File: config.mk
export PLATFORM = sky130hd
export DESIGN_NAME = pc_sequencer
export DESIGN_NICKNAME = d
export VERILOG_FILES = /design/src/rtl/pc_pkg.sv /design/src/rtl/pc_ras.sv /design/src/rtl/pc_sequencer.sv
export SDC_FILE = /design/constraint.sdc
export NUM_CORES = 1
export LEC_CHECK = 0
export CORE_UTILIZATION = 47
export CTS_BUF_LIST = sky130_fd_sc_hd__clkbuf_8
export CTS_CLUSTER_DIAMETER = 40
export DETAILED_ROUTE_END_ITERATION = 16
export GPL_TIMING_DRIVEN = 1
export MAX_ROUTING_LAYER = met4
export PLACE_DENSITY = 0.78
export SETUP_SLACK_MARGIN = 0.2
export SYNTH_ARGS = -nofsm -noshare
export SYNTH_HDL_FRONTEND = slang
export SYNTH_SLANG_ARGS = --single-unit
File: constraint.sdc
create_clock -name Clock -period 8 [get_ports Clock]
set_input_delay 1.2 -clock Clock [delete_from_list [all_inputs] [get_ports Clock]]
set_output_delay 1.2 -clock Clock [all_outputs]
set_load 0.02 [all_outputs]
File: src/rtl/pc_pkg.sv
// Shared types for the fetch-stage program-counter sequencer.
package pc_pkg;
  typedef enum logic [2:0] {
    SEQ  = 3'd0,
    REL  = 3'd1,
    ABS  = 3'd2,
    CALL = 3'd3,
    RET  = 3'd4,
    TRAP = 3'd5
  } pc_mode_e;

  typedef enum logic [1:0] {BOOT, RUN, HALTED} pc_state_e;
endpackage

File: src/rtl/pc_ras.sv
// Circular return-address stack: a full push overwrites the oldest entry.
module pc_ras #(
  parameter int XLEN      = 32,
  parameter int RAS_DEPTH = 4
) (
  input  logic            Clock,
  input  logic            nReset,
  input  logic            push,
  input  logic            pop,
  input  logic [XLEN-1:0] push_data,
  output logic [XLEN-1:0] top,
  output logic            full,
  output logic            empty,
  output logic            overflow
);
  localparam int PW = $clog2(RAS_DEPTH);
  localparam logic [PW-1:0] PTR_ONE = PW'(1);
  localparam logic [PW:0]   CNT_ONE = (PW+1)'(1);
  localparam logic [PW:0]   CNT_MAX = (PW+1)'(RAS_DEPTH);

  logic [RAS_DEPTH-1:0][XLEN-1:0] mem;
  logic [PW-1:0] ptr, ptr_m1;
  logic [PW:0]   cnt;

  // ptr addresses the next free slot; when full that slot is the oldest entry
  assign ptr_m1   = ptr - PTR_ONE;
  assign top      = mem[ptr_m1];
  assign full     = (cnt == CNT_MAX);
  assign empty    = (cnt == '0);
  assign overflow = push & full;

  always_ff @(posedge Clock or negedge nReset) begin
    if (!nReset) begin
      mem <= '0;
      ptr <= '0;
      cnt <= '0;
    end else if (push) begin
      mem[ptr] <= push_data;
      ptr      <= ptr + PTR_ONE;
      if (!full) cnt <= cnt + CNT_ONE;
    end else if (pop && !empty) begin
      ptr <= ptr_m1;
      cnt <= cnt - CNT_ONE;
    end
  end
endmodule

File: src/rtl/pc_sequencer.sv
// Fetch-head PC sequencer: run/halt FSM, next-PC mux, alignment check, sticky error flags.
module pc_sequencer
  import pc_pkg::*;
#(
  parameter int              XLEN         = 32,
  parameter logic [XLEN-1:0] RESET_VECTOR = '0,
  parameter logic [XLEN-1:0] TRAP_VECTOR  = XLEN'('h100),
  parameter logic [XLEN-1:0] INC          = XLEN'(4),
  parameter int              RAS_DEPTH    = 4
) (
  input  logic            Clock,
  input  logic            nReset,
  input  logic            Advance,
  input  logic [2:0]      Mode,
  input  logic [XLEN-1:0] PCin,
  input  logic            Halt,
  input  logic            Resume,
  output logic [XLEN-1:0] PC,
  output logic [XLEN-1:0] PCnext,
  output logic            Running,
  output logic            Misaligned,
  output logic            RasOverflow,
  output logic            RasUnderflow
);
  pc_state_e       state;
  logic [XLEN-1:0] target, pc_nxt, ras_top;
  logic            tgt_chk, bad, upd, push, pop, ret_empty;
  logic            ras_full, ras_empty, ras_ovf;

  assign PCnext  = PC + INC;
  assign Running = (state == RUN);
  assign upd     = (state == RUN) && Advance && !Halt;

  always_comb begin
    target  = PCin;
    tgt_chk = 1'b0;
    case (Mode)
      REL:       begin target = PC + PCin; tgt_chk = 1'b1; end
      ABS, CALL: tgt_chk = 1'b1;
      default:   ;
    endcase
  end

  assign bad       = tgt_chk && (target[1:0] != 2'b00);
  assign ret_empty = (Mode == RET) && ras_empty;
  assign push      = upd && (Mode == CALL) && !bad;
  assign pop       = upd && (Mode == RET) && !ras_empty;

  always_comb begin
    pc_nxt = PCnext;
    case (Mode)
      REL, ABS, CALL: pc_nxt = bad ? TRAP_VECTOR : target;
      RET:            pc_nxt = ras_empty ? TRAP_VECTOR : ras_top;
      TRAP:           pc_nxt = TRAP_VECTOR;
      default:        ;
    endcase
  end

  pc_ras #(.XLEN(XLEN), .RAS_DEPTH(RAS_DEPTH)) u_ras (
    .Clock     (Clock),
    .nReset    (nReset),
    .push      (push),
    .pop       (pop),
    .push_data (PCnext),
    .top       (ras_top),
    .full      (ras_full),
    .empty     (ras_empty),
    .overflow  (ras_ovf)
  );

  always_ff @(posedge Clock or negedge nReset) begin
    if (!nReset) begin
      state        <= BOOT;
      PC           <= RESET_VECTOR;
      Misaligned   <= 1'b0;
      RasOverflow  <= 1'b0;
      RasUnderflow <= 1'b0;
    end else begin
      case (state)
        BOOT: state <= RUN;
        RUN: begin
          if (Halt) state <= HALTED;
          else if (Advance) begin
            PC <= pc_nxt;
            if (bad)       Misaligned   <= 1'b1;
            if (ras_ovf)   RasOverflow  <= 1'b1;
            if (ret_empty) RasUnderflow <= 1'b1;
          end
        end
        HALTED: if (Resume && !Halt) state <= RUN;
        default: state <= BOOT;
      endcase
    end
  end

  logic unused_full;
  assign unused_full = ras_full;
endmodule

Yosys cells after proc, flatten, opt, wreduce, memory -nomap -nowiden
Index checks and enable logic that the tools add are counted.
Widths: inputs -> output; s select.
- flip-flop bits (word level): 170
- word-level logic and storage cells: 76
- output and inout port bits: 68
- magnitude comparators: 3
- equality and inequality tests: 11
- $add $sub $neg: 6
- reduce and logical (&&, ||, !) cells: 25
- muxes and demuxes: 18
- bitwise gates (word level): 2
- operators by type and width (kind ; number):
    $mux 32 ; 5
    $bwmux 128 ; 1
    $pmux 32 s3 ; 1
    $bmux 32 s2 ; 1
    $demux 32 s2 ; 1
    $add 32x3->32 const B ; 1
    $add 32x32->32 ; 1
    $reduce_and 4->1 ; 3
    $logic_and 1x1->1 ; 11
    $eq 3x3->1 const B ; 3
    $mux 3 ; 3
    $mux 2 ; 4
    $eq 3x2->1 const B ; 2
    $lt 2x3->1 const B ; 2
    $ne 2x2->1 const B ; 3
    $pmux 2 s3 ; 1
    $reduce_and 2->1 ; 2
    $reduce_bool 2->1 ; 2
    $add 3x1->3 const B ; 1
    $eq 3x1->1 const B ; 1
    $logic_not 1->1 ; 3
    $logic_not 3->1 ; 1
    $reduce_and 3->1 ; 1
    $reduce_or 3->1 ; 1
    10 further kinds ; 10

Depth between registers and ports, before layout
- depth after elaboration: 8
- depth in mapped cells: 13
- gate-level depth less buffers: 11

Hierarchy
Synthesis repeated with hierarchy kept, for this count alone.
- cell total of the unflattened synthesis: 957
- area, all modules: 10503.8 µm²
- by module, submodules not included (module ; sequential area each (µm²) ; area each (µm²) ; times used ; cells an instance):
    pc_ras ; 3328.2 ; 5888.1 ; 1 ; 353
    pc_sequencer ; 925.9 ; 4615.7 ; 1 ; 604

Worst setup path before layout
No wires, ideal clock.
- kind: input port to flip-flop
- from: input port PCin[0]
- to: register u_ras.cnt[1]
- required time: 7.879 ns
- path buffers: 1
- data arrival time: 3.457 ns
- slack: 4.421 ns
- cell stages on the path: 10
- setup time: 0.121 ns
- path through: ha_1 > inv_1 > fa_1 > nor3b_4 > nor4_4 > nor2_8 > buf_4 > inv_1 > fa_1 > o22a_1
- longest elaborated chain between the ends: 8
- elaborated cells on any way between the ends: 10
- classes of those cells: add/sub (1); eq/ne (1); mux (2); reduce/logical (6)
- RTL lines (element ; RTL line ; source):
    from (decl) ; pc_sequencer.sv:15 ; input logic [XLEN-1:0] PCin,
    $add 32x32->32 ; pc_sequencer.sv:38 ; REL: begin target = PC + PCin; tgt_chk = 1'b1; end
    $mux 32 (*) ; pc_sequencer.sv:37 ; case (Mode)
    $reduce_bool 2->1 (*) ; pc_sequencer.sv:44 ; assign bad = tgt_chk && (target[1:0] != 2'b00);
    $logic_and 1x1->1 (*) ; pc_sequencer.sv:44 ;
    $logic_not 1->1 (*) ; pc_sequencer.sv:46 ; assign push = upd && (Mode == CALL) && !bad;
    $logic_and 1x1->1 (*) ; pc_sequencer.sv:46 ;
    $ne 2x2->1 (no source line) / $reduce_bool 2->1 (equally long branches) ; n/a ;
    $reduce_and 2->1 (no source line) ; n/a ;
    to (signal assigned) ; pc_ras.sv:40 ; if (!full) cnt <= cnt + CNT_ONE;
    to (signal assigned) ; pc_ras.sv:43 ; cnt <= cnt - CNT_ONE;
    to (decl) ; pc_ras.sv:23 ; logic [PW:0] cnt;
Every way passes the cells marked *; elsewhere a longest branch is shown, timed or not.
A chain may end at the register's enable or synchronous reset.

Worst setup path after layout
- from: register PC[2]
- to: output port PCnext[18]
- longest elaborated chain between the ends: 1
- RTL lines (element ; RTL line ; source):
    from (decl) ; pc_sequencer.sv:18 ; output logic [XLEN-1:0] PC,
    from (signal assigned) ; pc_sequencer.sv:84 ; PC <= pc_nxt;
    $add 32x3->32 ; pc_sequencer.sv:30 ; assign PCnext = PC + INC;
    to (decl) ; pc_sequencer.sv:19 ; output logic [XLEN-1:0] PCnext,
No other way between the ends.

==> results.json <==
{
  "outcome": "finished clean",
  "drv_cap": 0,
  "vias": 9103,
  "dieArea_um2": 22600,
  "clk_latency_ns": 0.48,
  "worstMarginPinSlew_ns": 1.10,
  "setup_violations": 0,
  "slew-limit-headroom_pct": 27.0,
  "synth_ff_type": "dfrtp_1",
  "seqCellArea_um2": 4260,
  "setup-tns-final_ns": 0,
  "required_ns": 6.80,
  "grt-busiest-layer": "met2",
  "grt_pass1_vias": 8363,
  "antenna_cells": 0,
  "io_buffers": 107,
  "grtUsageMet3_pct": 3.33,
  "antenna_found_initial": 0,
  "synthDistinctLibCells": 73,
  "vias_per_cell": 6.13,
  "hold_class": "reg -> reg",
  "drt_wl_total_um": 28900,
  "area_growth_pct": 15.4,
  "max_freq_mhz": 202,
  "cts_root_buf": "clkbuf_8",
  "startpoint_type": "flip-flop",
  "fin_nets": 1274,
  "numCtsBuffers": 17,
  "synth_area_leader_cell": "dfrtp_1",
  "post_drt_wl_per_cell_um": 19.5,
  "grt.met1_usage_pct": 39.4,
  "crit_start": "PC[2]",
  "drt_pre_antenna_iters": 7,
  "end_kind": "output pin",
  "place.gp.congestion": 0.972,
  "use_met2_pct": 40.8,
  "placementRows": 53,
  "drc_errors": 0,
  "pin_count": 108,
  "start_util_pct": 48.5,
  "yosysWarnings": 0,
  "synth_seq_area_share_pct": 41.2,
  "die-width_um": 150,
  "fin_crit_ns": 4.95,
  "postSynthCellCount": 1127,
  "syn_area_per_cell_um2": 9.17,
  "cts_tree": "yes",
  "dr.first_iter.drc_count": 1181,
  "reg2reg_to": "PC[14]",
  "r2r_cells": 10,
  "cts_sinks": 170,
  "synth_edf_count": 0,
  "antenna_left": 0,
  "fp.dieH_um": 150,
  "cts.path.max_buffers": 2,
  "synth_top_area_share_pct": 41.2,
  "multi_input_area_um2": 5590,
  "syn_nets": 1205,
  "hold_viol_final": 0,
  "syn-cell-area_um2": 10300,
  "synthTopCellsByArea": "dfrtp_1 (41%), nand2_1 (8.0%), mux4_2 (7.0%), o21ai_0 (6.5%), ha_1 (4.4%)",
  "path_clk_slew_ns": 0.11,
  "cp-endpoint": "PCnext[18]",
  "final.setup_skew_ns": 0.0236,
  "leakagePower_uw": 0.00512,
  "synth-seq-cells": 170,
  "power_density_nw_per_um2": 305,
  "rsz0062_at_grt": "no",
  "ir_worst_vdd_uv": 116,
  "finalCritPeriodShare_pct": 61.8,
  "critPathKind": "reg -> out",
  "grt_pass1_wl_um": 45600,
  "dp.cells": 1452,
  "postCtsHoldBufs": 0,
  "cp.arrival_ns": 3.75,
  "fillers": 1835,
  "core_area_um2": 21300,
  "cts-resized-gates": 0,
  "crit_fanout": 11,
  "place.detailed.hpwl_um": 20800,
  "grt.total_usage_pct": 27.3,
  "ff2ff_setup_slack_ns": 4.57,
  "drv_slew": 0,
  "async_flop_share_pct": 100,
  "htree_levels": 4,
  "drive_above_1_share_pct": 7.94,
  "grt_start_max_net_pins": 89,
  "post_cts_buffers": 0,
  "grt_overflow": 0,
  "rr_startpoint": "PC[0]",
  "stdcell_count": 1484
}
-- placed cells by master, fill, tap and decap left out, types with 5 or more instances in the layout --
cell type	netlist	layout
a222oi_1	7	7
nor2_1	39	39
nand3b_1	5	5
nand2_1	219	219
a31oi_1	5	5
a21o_1	14	14
ha_1	36	36
mux4_2	32	32
o31ai_1	8	8
nand3_1	14	14
a221oi_1	13	13
and3_1	6	6
xor2_1	21	21
inv_8	0	5
o211ai_1	8	8
xnor2_1	26	26
o21ai_0	135	135
dfrtp_1	170	169
a211oi_1	11	11
and2_1	9	9
o21a_1	15	15
or3_1	10	10
o221ai_1	7	7
a21oi_1	49	49
nand2b_1	6	6
o21ai_1	33	33
inv_1	52	53
nor3_1	16	16
nand4_1	10	10
clkbuf_8	0	17
nor4_1	10	9
clkdlybuf4s50_1	0	106
buf_4	3	7
-- stage by stage --
step | total power, uW | instance area [um2] | worst slack (ns) | hold slack, ns | util [%]
after floorplan | 2320 | 10300 | 4.42 | 0.440 | -
after global placement | 2950 | 11500 | 3.33 | 0.453 | 54.1
after detailed placement | 2980 | 11500 | 3.26 | 0.462 | 54.1
after CTS | 3620 | 11900 | 3.15 | 0.486 | 56.0
after global routing | 3840 | 11900 | 2.87 | 0.508 | 56.0
final | 3640 | 11900 | 3.05 | 0.481 | 56.0
-- power breakdown --
part / internal (uW) / switching (uW)
clock: 291 / 350
sequential: 1010 / 207
combinational: 739 / 1040
total: 2040 / 1600
-- cell usage after synthesis (11+ instances only) --
master    count
a211oi_1     11
a21o_1       14
a21oi_1      49
a221oi_1     13
buf_2        29
clkbuf_1     28
dfrtp_1     170
ha_1         36
inv_1        52
mux4_2       32
nand2_1     219
nand3_1      14
nor2_1       39
nor3_1       16
o21a_1       15
o21ai_0     135
o21ai_1      33
xnor2_1      26
xor2_1       21
-- registers in the layout (all words and copies together), names as in the netlist --
register and count:
RasUnderflow 1, RasOverflow 1, u_ras.cnt 3, state 2, u_ras.ptr 2, u_ras.mem 128
PC 32, Misaligned 1
-- critical path, stage by stage (launching register included) --
cell,delay (ns)
dfrtp_1,0.66
ha_1,0.38
and4_1,0.27
nand3_1,0.36
nor2_1,0.25
nand2_1,0.09
xor2_1,0.50
inv_1,0.18
clkdlybuf4s50_1,0.57
-- per-layer routing --
| metal | part of all wire (%) | vias to the layer above |
|---|---|---|
| met2 | 46 | 397 |
| met3 | 8.3 | 48 |
| li1 | - | 4209 |
| met5 | 0 | - |
| met4 | 1.9 | 0 |
| met1 | 43 | 4449 |
-- cell type report --
cell class	count	share of cell area, %
flip-flops and latches	170	35.7
multi-input cells	841	46.9
clock buffers	17	1.96
repair buffers	114	9.43
clock inverters	15	1.50
well taps	275	2.89
inverters	52	1.64
-- cells by family after synthesis --
kind of cell,Yosys count,share of synthesized area [%]
and+or+nand+nor,373,17.1
AOI/OAI and AO/OA,347,20.9
DFF,170,41.2
buffers and inverters,116,4.76
xor gates and xnor gates,47,3.99
adders and majority gates,38,4.75
muxes,36,7.36
-- worst min path at each step --
| stage | start | end | slack (ns) | cells past startpoint |
|---|---|---|---|---|
| floorplan | u_ras.mem[32] | u_ras.mem[32] | 0.44 | 2 |
| global placement | u_ras.mem[99] | u_ras.mem[99] | 0.45 | 2 |
| detailed placement | u_ras.mem[3] | u_ras.mem[3] | 0.46 | 2 |
| CTS | u_ras.mem[99] | u_ras.mem[99] | 0.49 | 2 |
| global route | u_ras.mem[72] | u_ras.mem[72] | 0.51 | 2 |
| finish | u_ras.mem[12] | u_ras.mem[12] | 0.48 | 2 |
(Power assumes the default switching activity.)
